==> src/rtl/alu_ft_issue_seq_if.sv <==
// Operation, ALU-side and result handshake bundle for alu_ft_issue_seq.
// master is the sequencer's view; slave is the surrounding environment's view.
interface alu_ft_issue_seq_if;
    logic        in_valid;
    logic        in_ready;
    logic [31:0] in_a;
    logic [31:0] in_b;
    logic [2:0]  in_ctrl;
    logic [31:0] alu_a;
    logic [31:0] alu_b;
    logic [2:0]  alu_ctrl;
    logic        alu_run;
    logic [31:0] alu_result;
    logic [3:0]  alu_flags;
    logic        alu_fault;
    logic        out_valid;
    logic        out_ready;
    logic [31:0] out_result;
    logic [3:0]  out_flags;
    logic        out_fault;

    modport master (
        input  in_valid, in_a, in_b, in_ctrl, alu_result, alu_flags, alu_fault, out_ready,
        output in_ready, alu_a, alu_b, alu_ctrl, alu_run, out_valid, out_result, out_flags,
               out_fault
    );

    modport slave (
        output in_valid, in_a, in_b, in_ctrl, alu_result, alu_flags, alu_fault, out_ready,
        input  in_ready, alu_a, alu_b, alu_ctrl, alu_run, out_valid, out_result, out_flags,
               out_fault
    );
endinterface

==> src/rtl/alu_ft_issue_seq.sv <==
// Issue/retire sequencer for the time-redundant ALU: FIFO, held operands, 2/3-cycle retire.
// Optional saturating fault counter enabled by defining ALU_SEQ_FAULT_CNT_EN.
module alu_ft_issue_seq #(
    parameter int unsigned DEPTH = 4,
    parameter int unsigned CNT_W = 16
) (
    input  logic             clk,
    input  logic             rst,
`ifdef ALU_SEQ_FAULT_CNT_EN
    output logic [CNT_W-1:0] fault_cnt,
    input  logic             fault_cnt_clr,
`endif
    alu_ft_issue_seq_if.master bus
);
    localparam int unsigned PTR_W = $clog2(DEPTH);
    localparam logic [PTR_W:0] FullCnt = DEPTH[PTR_W:0];
    localparam logic [PTR_W:0] CntOne = 1;

    typedef struct packed {
        logic [31:0] a;
        logic [31:0] b;
        logic [2:0]  ctrl;
    } op_t;

    typedef enum logic [2:0] {StIdle, StEval1, StEval2, StVote, StRetire} state_t;

    op_t              mem [DEPTH];
    op_t              head;
    logic [PTR_W-1:0] wr_ptr;
    logic [PTR_W-1:0] rd_ptr;
    logic [PTR_W:0]   count;
    state_t           state;
    logic             push;
    logic             pop;

    assign bus.in_ready = (count != FullCnt);
    assign push         = bus.in_valid && bus.in_ready;
    assign pop          = (state == StIdle) && (count != '0);
    assign head         = mem[rd_ptr];

    always_ff @(posedge clk) begin
        if (push) begin
            mem[wr_ptr] <= '{a: bus.in_a, b: bus.in_b, ctrl: bus.in_ctrl};
        end
    end

    // Pointers rely on DEPTH being a power of two to wrap for free.
    always_ff @(posedge clk or posedge rst) begin
        if (rst) begin
            wr_ptr <= '0;
            rd_ptr <= '0;
            count  <= '0;
        end else begin
            if (push) wr_ptr <= wr_ptr + PTR_W'(1);
            if (pop)  rd_ptr <= rd_ptr + PTR_W'(1);
            if (push && !pop)      count <= count + CntOne;
            else if (pop && !push) count <= count - CntOne;
        end
    end

    always_ff @(posedge clk or posedge rst) begin
        if (rst) begin
            state          <= StIdle;
            bus.alu_a      <= '0;
            bus.alu_b      <= '0;
            bus.alu_ctrl   <= '0;
            bus.alu_run    <= 1'b0;
            bus.out_valid  <= 1'b0;
            bus.out_result <= '0;
            bus.out_flags  <= '0;
            bus.out_fault  <= 1'b0;
        end else begin
            unique case (state)
                StIdle: begin
                    if (pop) begin
                        bus.alu_a    <= head.a;
                        bus.alu_b    <= head.b;
                        bus.alu_ctrl <= head.ctrl;
                        bus.alu_run  <= 1'b1;
                        state        <= StEval1;
                    end
                end
                StEval1: state <= StEval2;
                StEval2: begin
                    // A fault here lets the ALU run its third (voting) stage.
                    if (bus.alu_fault) begin
                        state <= StVote;
                    end else begin
                        bus.out_result <= bus.alu_result;
                        bus.out_flags  <= bus.alu_flags;
                        bus.out_fault  <= 1'b0;
                        bus.out_valid  <= 1'b1;
                        bus.alu_run    <= 1'b0;
                        state          <= StRetire;
                    end
                end
                StVote: begin
                    bus.out_result <= bus.alu_result;
                    bus.out_flags  <= bus.alu_flags;
                    bus.out_fault  <= 1'b1;
                    bus.out_valid  <= 1'b1;
                    bus.alu_run    <= 1'b0;
                    state          <= StRetire;
                end
                StRetire: begin
                    if (bus.out_ready) begin
                        bus.out_valid <= 1'b0;
                        state         <= StIdle;
                    end
                end
                default: state <= StIdle;
            endcase
        end
    end

`ifdef ALU_SEQ_FAULT_CNT_EN
    localparam logic [CNT_W-1:0] CntMax = '1;

    always_ff @(posedge clk or posedge rst) begin
        if (rst) begin
            fault_cnt <= '0;
        end else if (fault_cnt_clr) begin
            fault_cnt <= '0;
        end else if (bus.out_valid && bus.out_ready && bus.out_fault && fault_cnt != CntMax) begin
            fault_cnt <= fault_cnt + CNT_W'(1);
        end
    end
`endif

endmodule
==> src/flat_wrapper.sv <==
// flat-port wrapper written by rule: the top's interface ports become plain ports
module alu_ft_issue_seq_flat 
#(
    parameter int unsigned DEPTH = 4,
    parameter int unsigned CNT_W = 16
)
  (clk, rst, bus_in_valid, bus_in_a, bus_in_b, bus_in_ctrl, bus_alu_result, bus_alu_flags, bus_alu_fault, bus_out_ready, bus_in_ready, bus_alu_a, bus_alu_b, bus_alu_ctrl, bus_alu_run, bus_out_valid, bus_out_result, bus_out_flags, bus_out_fault);
  alu_ft_issue_seq_if bus_i ();
  input  logic clk;
  input  logic rst;
  input wire logic [$bits(bus_i.in_valid)-1:0] bus_in_valid;
  input wire logic [$bits(bus_i.in_a)-1:0] bus_in_a;
  input wire logic [$bits(bus_i.in_b)-1:0] bus_in_b;
  input wire logic [$bits(bus_i.in_ctrl)-1:0] bus_in_ctrl;
  input wire logic [$bits(bus_i.alu_result)-1:0] bus_alu_result;
  input wire logic [$bits(bus_i.alu_flags)-1:0] bus_alu_flags;
  input wire logic [$bits(bus_i.alu_fault)-1:0] bus_alu_fault;
  input wire logic [$bits(bus_i.out_ready)-1:0] bus_out_ready;
  output wire logic [$bits(bus_i.in_ready)-1:0] bus_in_ready;
  output wire logic [$bits(bus_i.alu_a)-1:0] bus_alu_a;
  output wire logic [$bits(bus_i.alu_b)-1:0] bus_alu_b;
  output wire logic [$bits(bus_i.alu_ctrl)-1:0] bus_alu_ctrl;
  output wire logic [$bits(bus_i.alu_run)-1:0] bus_alu_run;
  output wire logic [$bits(bus_i.out_valid)-1:0] bus_out_valid;
  output wire logic [$bits(bus_i.out_result)-1:0] bus_out_result;
  output wire logic [$bits(bus_i.out_flags)-1:0] bus_out_flags;
  output wire logic [$bits(bus_i.out_fault)-1:0] bus_out_fault;
  assign bus_i.in_valid = bus_in_valid;
  assign bus_i.in_a = bus_in_a;
  assign bus_i.in_b = bus_in_b;
  assign bus_i.in_ctrl = bus_in_ctrl;
  assign bus_i.alu_result = bus_alu_result;
  assign bus_i.alu_flags = bus_alu_flags;
  assign bus_i.alu_fault = bus_alu_fault;
  assign bus_i.out_ready = bus_out_ready;
  assign bus_in_ready = bus_i.in_ready;
  assign bus_alu_a = bus_i.alu_a;
  assign bus_alu_b = bus_i.alu_b;
  assign bus_alu_ctrl = bus_i.alu_ctrl;
  assign bus_alu_run = bus_i.alu_run;
  assign bus_out_valid = bus_i.out_valid;
  assign bus_out_result = bus_i.out_result;
  assign bus_out_flags = bus_i.out_flags;
  assign bus_out_fault = bus_i.out_fault;
  alu_ft_issue_seq #(.DEPTH(DEPTH), .CNT_W(CNT_W)) u_core (.clk(clk), .rst(rst), .bus(bus_i));
endmodule
==> config.mk <==
export PLATFORM = sky130hd
export DESIGN_NAME = alu_ft_issue_seq_flat
export DESIGN_NICKNAME = d
export VERILOG_FILES = /design/src/rtl/alu_ft_issue_seq_if.sv /design/src/rtl/alu_ft_issue_seq.sv /design/src/flat_wrapper.sv
export SDC_FILE = /design/constraint.sdc
export NUM_CORES = 1
export LEC_CHECK = 0
export CORE_MARGIN = 1
export CORE_UTILIZATION = 55
export CTS_CLUSTER_SIZE = 28
export DETAILED_ROUTE_END_ITERATION = 10
export PLACE_DENSITY_LB_ADDON = 0.15
export SYNTH_ARGS = -nofsm -noshare
export SYNTH_HDL_FRONTEND = slang
export SYNTH_SLANG_ARGS = --single-unit
==> constraint.sdc <==
create_clock -name clk -period 8.3 [get_ports clk]
set_input_delay 1.66 -clock clk [delete_from_list [all_inputs] [get_ports clk]]
set_output_delay 1.66 -clock clk [all_outputs]
set_load 0.02 [all_outputs]
# --- Word level (Yosys, flattened, before mapping) ---
# Memory sizes are Yosys's and may differ from the RTL's. A register that Yosys moved wholly into a read port is not among the register bits.
# Cells that the tools add are included.
totals:
  reg_bits: 49
  ram_bits: 268
  input_bits: 108
  output_inout_bits: 107
  elab_cells: 58
  memories: 1
op_classes:
  n_addsub: 4
  n_eq_ne: 8
  muxes: 19
  n_reduce_logical: 17
mem_list:
  columns: ["memory", "words", "width", "rd", "rd_clocked_by_memory_dff", "wr", "line", "text"]
  rows:
  - ["u_core.mem", 4, 67, 1, 1, 1, "alu_ft_issue_seq.sv:27", "op_t mem [DEPTH];"]
op_table:
  columns: ["cell", "count"]
  rows:
  - ["case mux 32 bit (2 select lines)", 1]
  - ["two-way mux 32 bit", 1]
  - ["two-way mux 3 bit", 5]
  - ["case mux 3 bit (5 select lines)", 1]
  - ["nonzero test 3 bit", 3]
  - ["case mux 4 bit (2 select lines)", 1]
  - ["== test 3 x 2 -> 1 bit, second input constant", 2]
  - ["two-way mux 1 bit", 6]
  - ["case mux 1 bit (3 select lines)", 2]
  - ["AND reduction 2 bit", 3]
  - ["AND reduction 3 bit", 2]
  - ["adder 2 x 1 -> 2 bit, second input constant", 2]
  - ["logical AND 1 bit", 4]
  - ["two-way mux 4 bit", 1]
  - ["inequality test 2 bit, second input constant", 2]
  - ["nonzero test 2 bit", 2]
  - ["adder 3 x 1 -> 3 bit, second input constant", 1]
  - ["== test 3 x 1 -> 1 bit, second input constant", 1]
  - ["== test 3 bit, second input constant", 1]
  - ["zero test 3 bit", 1]
  - ["inequality test 3 bit, second input constant", 1]
  - ["subtractor 3 x 1 -> 3 bit, second input constant", 1]
  - ["zero test 1 bit", 2]
  - ["inequality test 2 x 1 -> 1 bit, second input constant", 1]
  - ["case mux 1 bit (2 select lines)", 1]

# --- Depth between registers and ports, before layout ---
logic_depth:
  word_depth: 6
  depth_mapped: 10
  depth_no_buf: 8

# --- Worst setup path after synthesis ---
# Ideal clock, no wire load.
synth_path:
  path_type: "input port to flip-flop"
  from: "input bus_in_valid"
  to: "memory u_core.mem[0][0] (netlist bit) (enable)"
  setup_ns: 0.432
  arrival_ns: 3.650
  required_ns: 7.868
  setup_slack_ns: 4.217
  path_stages: 2
  path_buffers: 0
  cell_sequence: "a21boi_1 > and2_1"
synth_between:
  elab_chain_len: 3
synth_lines:
  columns: ["item", "line", "text"]
  rows:
  - ["start: declaration", "flat_wrapper.sv:11", "input wire logic [$bits(bus_i.in_valid)-1:0] bus_in_valid;"]
  - ["logical AND 1 bit", "alu_ft_issue_seq.sv:37", "assign push = bus.in_valid && bus.in_ready;"]
  - ["two-way mux 1 bit", "alu_ft_issue_seq.sv:42", "if (push) begin"]
  - ["two-way mux 1 bit (not written as such)", "alu_ft_issue_seq.sv:43", "mem[wr_ptr] <= '{a: bus.in_a, b: bus.in_b, ctrl: bus.in_ctrl};"]
  - ["end: declaration", "alu_ft_issue_seq.sv:27", null]
# No other way between the ends.

# --- Final worst setup path ---
layout_path:
  from: "input bus_in_valid"
  to: "memory u_core.mem[1][40] (netlist bit) (enable)"
layout_between:
  elab_chain_len: 3
layout_lines:
  columns: ["item", "line", "text"]
  rows:
  - ["logical AND 1 bit", "alu_ft_issue_seq.sv:37", null]
  - ["net u_core.push", "alu_ft_issue_seq.sv:33", "logic push;"]
  - ["two-way mux 1 bit", "alu_ft_issue_seq.sv:42", null]
  - ["two-way mux 1 bit (not written as such)", "alu_ft_issue_seq.sv:43", null]
# The timed path passes the listed nets, and every way through them passes these cells.

==> reports/metrics.yaml <==
cp.arrival_ps: 3630
synth_cell_types: 30
synthAdderAreaFrac_pct: 0.583
numCtsBuffers: 40
post-route-min-period_ps: 3510
min_path_type: "flip-flop to flip-flop"
tightest_slew_ps: 1140
slew_headroom_pct: 23.8
status: "completed"
drv_slew: 0
yosysTopAreaCell: "edfxtp_1"
worst_slack_ps: 4790
crit_path_end_kind: "flip-flop"
syn-num-nets: 744
synthMuxAreaShare_pct: 19.1
port_buffers: 214
finalSetupViolations: 0
yosysSeqAreaShare_pct: 77.3
fp.dieH_um: 162
cts-root-buf: "clkbuf_16"
die-area_um2: 26400
syn_to_final_growth_pct: 26.5
numPlacedInstances: 1150
r2r_slack_ps: 5270
final_nets: 976
synth_ff_type: "edfxtp_1"
drtAntennaViolNets: 0
place_congestion: 0.793
r2r-end: "u_core.count[2]$_DFFE_PP0P_"
tns_ps: 0
synth.yosys.warnings: 0
holdWs_ps: 502
cts_max_level: 2
antennaDiodeCount: 0
antenna_found_initial: 0
grt_start_max_net_pins: 70
core_um2: 25300
grt_pass1_wl_um: 40300
clock_latency_ps: 530
post-place-ws_ps: 4270
dpl.hpwl_um: 15100
final_hold_viol_count: 0
cts_tree: "built"
synth_top_family_by_area: "multiplexers"
avgSynthCellArea_um2: 22.5
die_w_um: 162
start_kind: "input port"
cp.required_ps: 8430
rr_worst_depth: 8
avgViaCountPerCell: 5.50
postCtsHoldBufs: 0
post_drt_wl_per_cell_um: 21.2
synth_edf_count: 268
initial_core_util_pct: 56.1
synth_compound_area_share_pct: 0.583
max_cap_violations: 0
io_pins: 215
drt-total-wl_um: 26000
yosys.area_share.simple_pct: 0.663
dr.pass1.iters: 4
route.detailed.drc: 0
rsz0062_at_grt: "no"
synth_area_um2: 14200
synthArstFlopShare_pct: 30.2
fp-row-count: 58
ir_worst_vdd_mv: 0.271
min_from: "u_core.bus.alu_b[25]$_DFFE_PP0P_"
synth_top_cell_area_share_pct: 56.8
synth_area_leaders: "edfxtp_1 (57%), dfrtp_1 (20%), mux4_2 (11%)"
finClkSkew_ps: 22.8
num_vias: 6734
clk_pin_slew_ps: 60
synth_cells: 630
p_leak_nw: 6.32
cts_resized: 0
worstPathMaxFanout: 67
holdPathStages: 1
grt-ovfl-total: 0
worstHoldEndpoint: "u_core.bus.alu_b[25]$_DFFE_PP0P_"
post-cts-setup-buffers: 0
synth-xor-area-share_pct: 0.371
grt_usage_pct: 20.4
cts_buffer_depth: 3
drt_iter0_markers: 420
cts.sinks: 384
final_cells: 1224
clock.fmax_mhz: 285
powerDensity_nw_per_um2: 401
ys_seq_elements: 384
grt_pass1_vias: 7368
final_layout_size_suffix_gt1_share_pct: 27.1
r2r-start: "u_core.count[0]$_DFFE_PP0P_"
finalCritPeriodShare_pct: 42.2
path_class: "input port to flip-flop"
per-layer routing:
metal / vias to the layer above / routed length (um) / global-route usage, %
met1: 3460 / 10500 / 27.2
met4: 0 / 402 / 5.53
li1: 2979 / - / -
met2: 255 / 13000 / 34.4
met5: - / 0 / 0
met3: 40 / 2060 / 4.20
final cells by class:
class | count | area [um^2]
multi-input cells | 212 | 3030
flip-flops and latches | 384 | 11000
well taps | 330 | 413
clock inverters | 17 | 195
fillers | 1569 | 7340
clock buffers | 57 | 1130
repair buffers | 216 | 2160
inverters | 8 | 32.5
cell usage in the layout, fill, tap and decap left out, drive strengths merged, types with 2 or more instances in the layout:
| cell type | instances |
|---|---|
| o21ai | 3 |
| edfxtp | 268 |
| clkinv | 11 |
| clkbuf | 57 |
| inv | 8 |
| bufinv | 4 |
| dfrtp | 116 |
| buf | 2 |
| ha | 5 |
| nand2 | 5 |
| xnor2 | 4 |
| clkdlybuf4s50 | 214 |
| nor2 | 4 |
| mux4 | 67 |
| and2 | 4 |
| mux2 | 106 |
| clkinvlp | 2 |
| xor2 | 2 |
stage by stage:
step           utilization, %  power (mW)  area [um^2]
2_1_floorplan               -        4.55        14200
3_3_place_gp             65.7        5.39        16600
3_5_place_dp             65.7        5.49        16600
4_1_cts                  70.9        7.28        17900
5_1_grt                  70.9        7.53        17900
6_report                 70.9        7.18        17900
flip-flops by register name (all words and copies together) (netlist names):
register and flops:
u_core.bus.alu_b 32, u_core.state 3, u_core.bus.out_fault 1, u_core.bus.out_flags 4, u_core.rd_ptr 2, u_core.bus.alu_a 32
u_core.bus.out_valid 1, u_core.mem 268, u_core.count 3, u_core.bus.out_result 32, u_core.bus.alu_ctrl 3, u_core.wr_ptr 2
u_core.bus.alu_run 1
synthesized netlist by cell type (2+ instances only):
| library cell | n |
|---|---|
| xor2_1 | 2 |
| nand2_1 | 4 |
| clkbuf_1 | 5 |
| and2_1 | 4 |
| mux4_2 | 67 |
| mux2_2 | 106 |
| buf_8 | 2 |
| edfxtp_1 | 268 |
| ha_1 | 5 |
| xnor2_1 | 4 |
| nor2_1 | 4 |
| buf_4 | 5 |
| buf_2 | 12 |
| buf_6 | 2 |
| dfrtp_1 | 116 |
| inv_1 | 8 |
| o21ai_0 | 3 |
logic make-up after synthesis:
group,count (synthesis)
buffers and inverters,34
XOR/XNOR,6
adder cells (fa/ha/maj),6
flip-flops,384
AO/OA/AOI/OAI,10
AND/OR/NAND/NOR,17
multiplexers,173
power breakdown:
part	internal (mW)	total (mW)	switching (mW)
Clock	1.07	1.77	0.693
Sequential	2.67	3.00	0.335
Combinational	1.31	2.41	1.10
how the worst max path moves through the flow:
stage / start / to / slack, ps
after floorplan: rst / u_core.bus.alu_a[0]$_DFFE_PP0P_ / 3570
after global placement: bus_in_valid / u_core.mem[1][64]$_DFFE_PP_ / 4360
after detailed placement: bus_in_valid / u_core.mem[1][64]$_DFFE_PP_ / 4270
after CTS: bus_in_valid / u_core.mem[1][40]$_DFFE_PP_ / 4800
after global routing: bus_in_valid / u_core.count[2]$_DFFE_PP0P_ / 4660
final: bus_in_valid / u_core.mem[1][40]$_DFFE_PP_ / 4790
worst max-delay path, stage by stage:
cell             delay, ps
clkdlybuf4s50_1        460
a21boi_1               520
and2_4                 960
No activity file was read; power rests on OpenSTA's default activity.
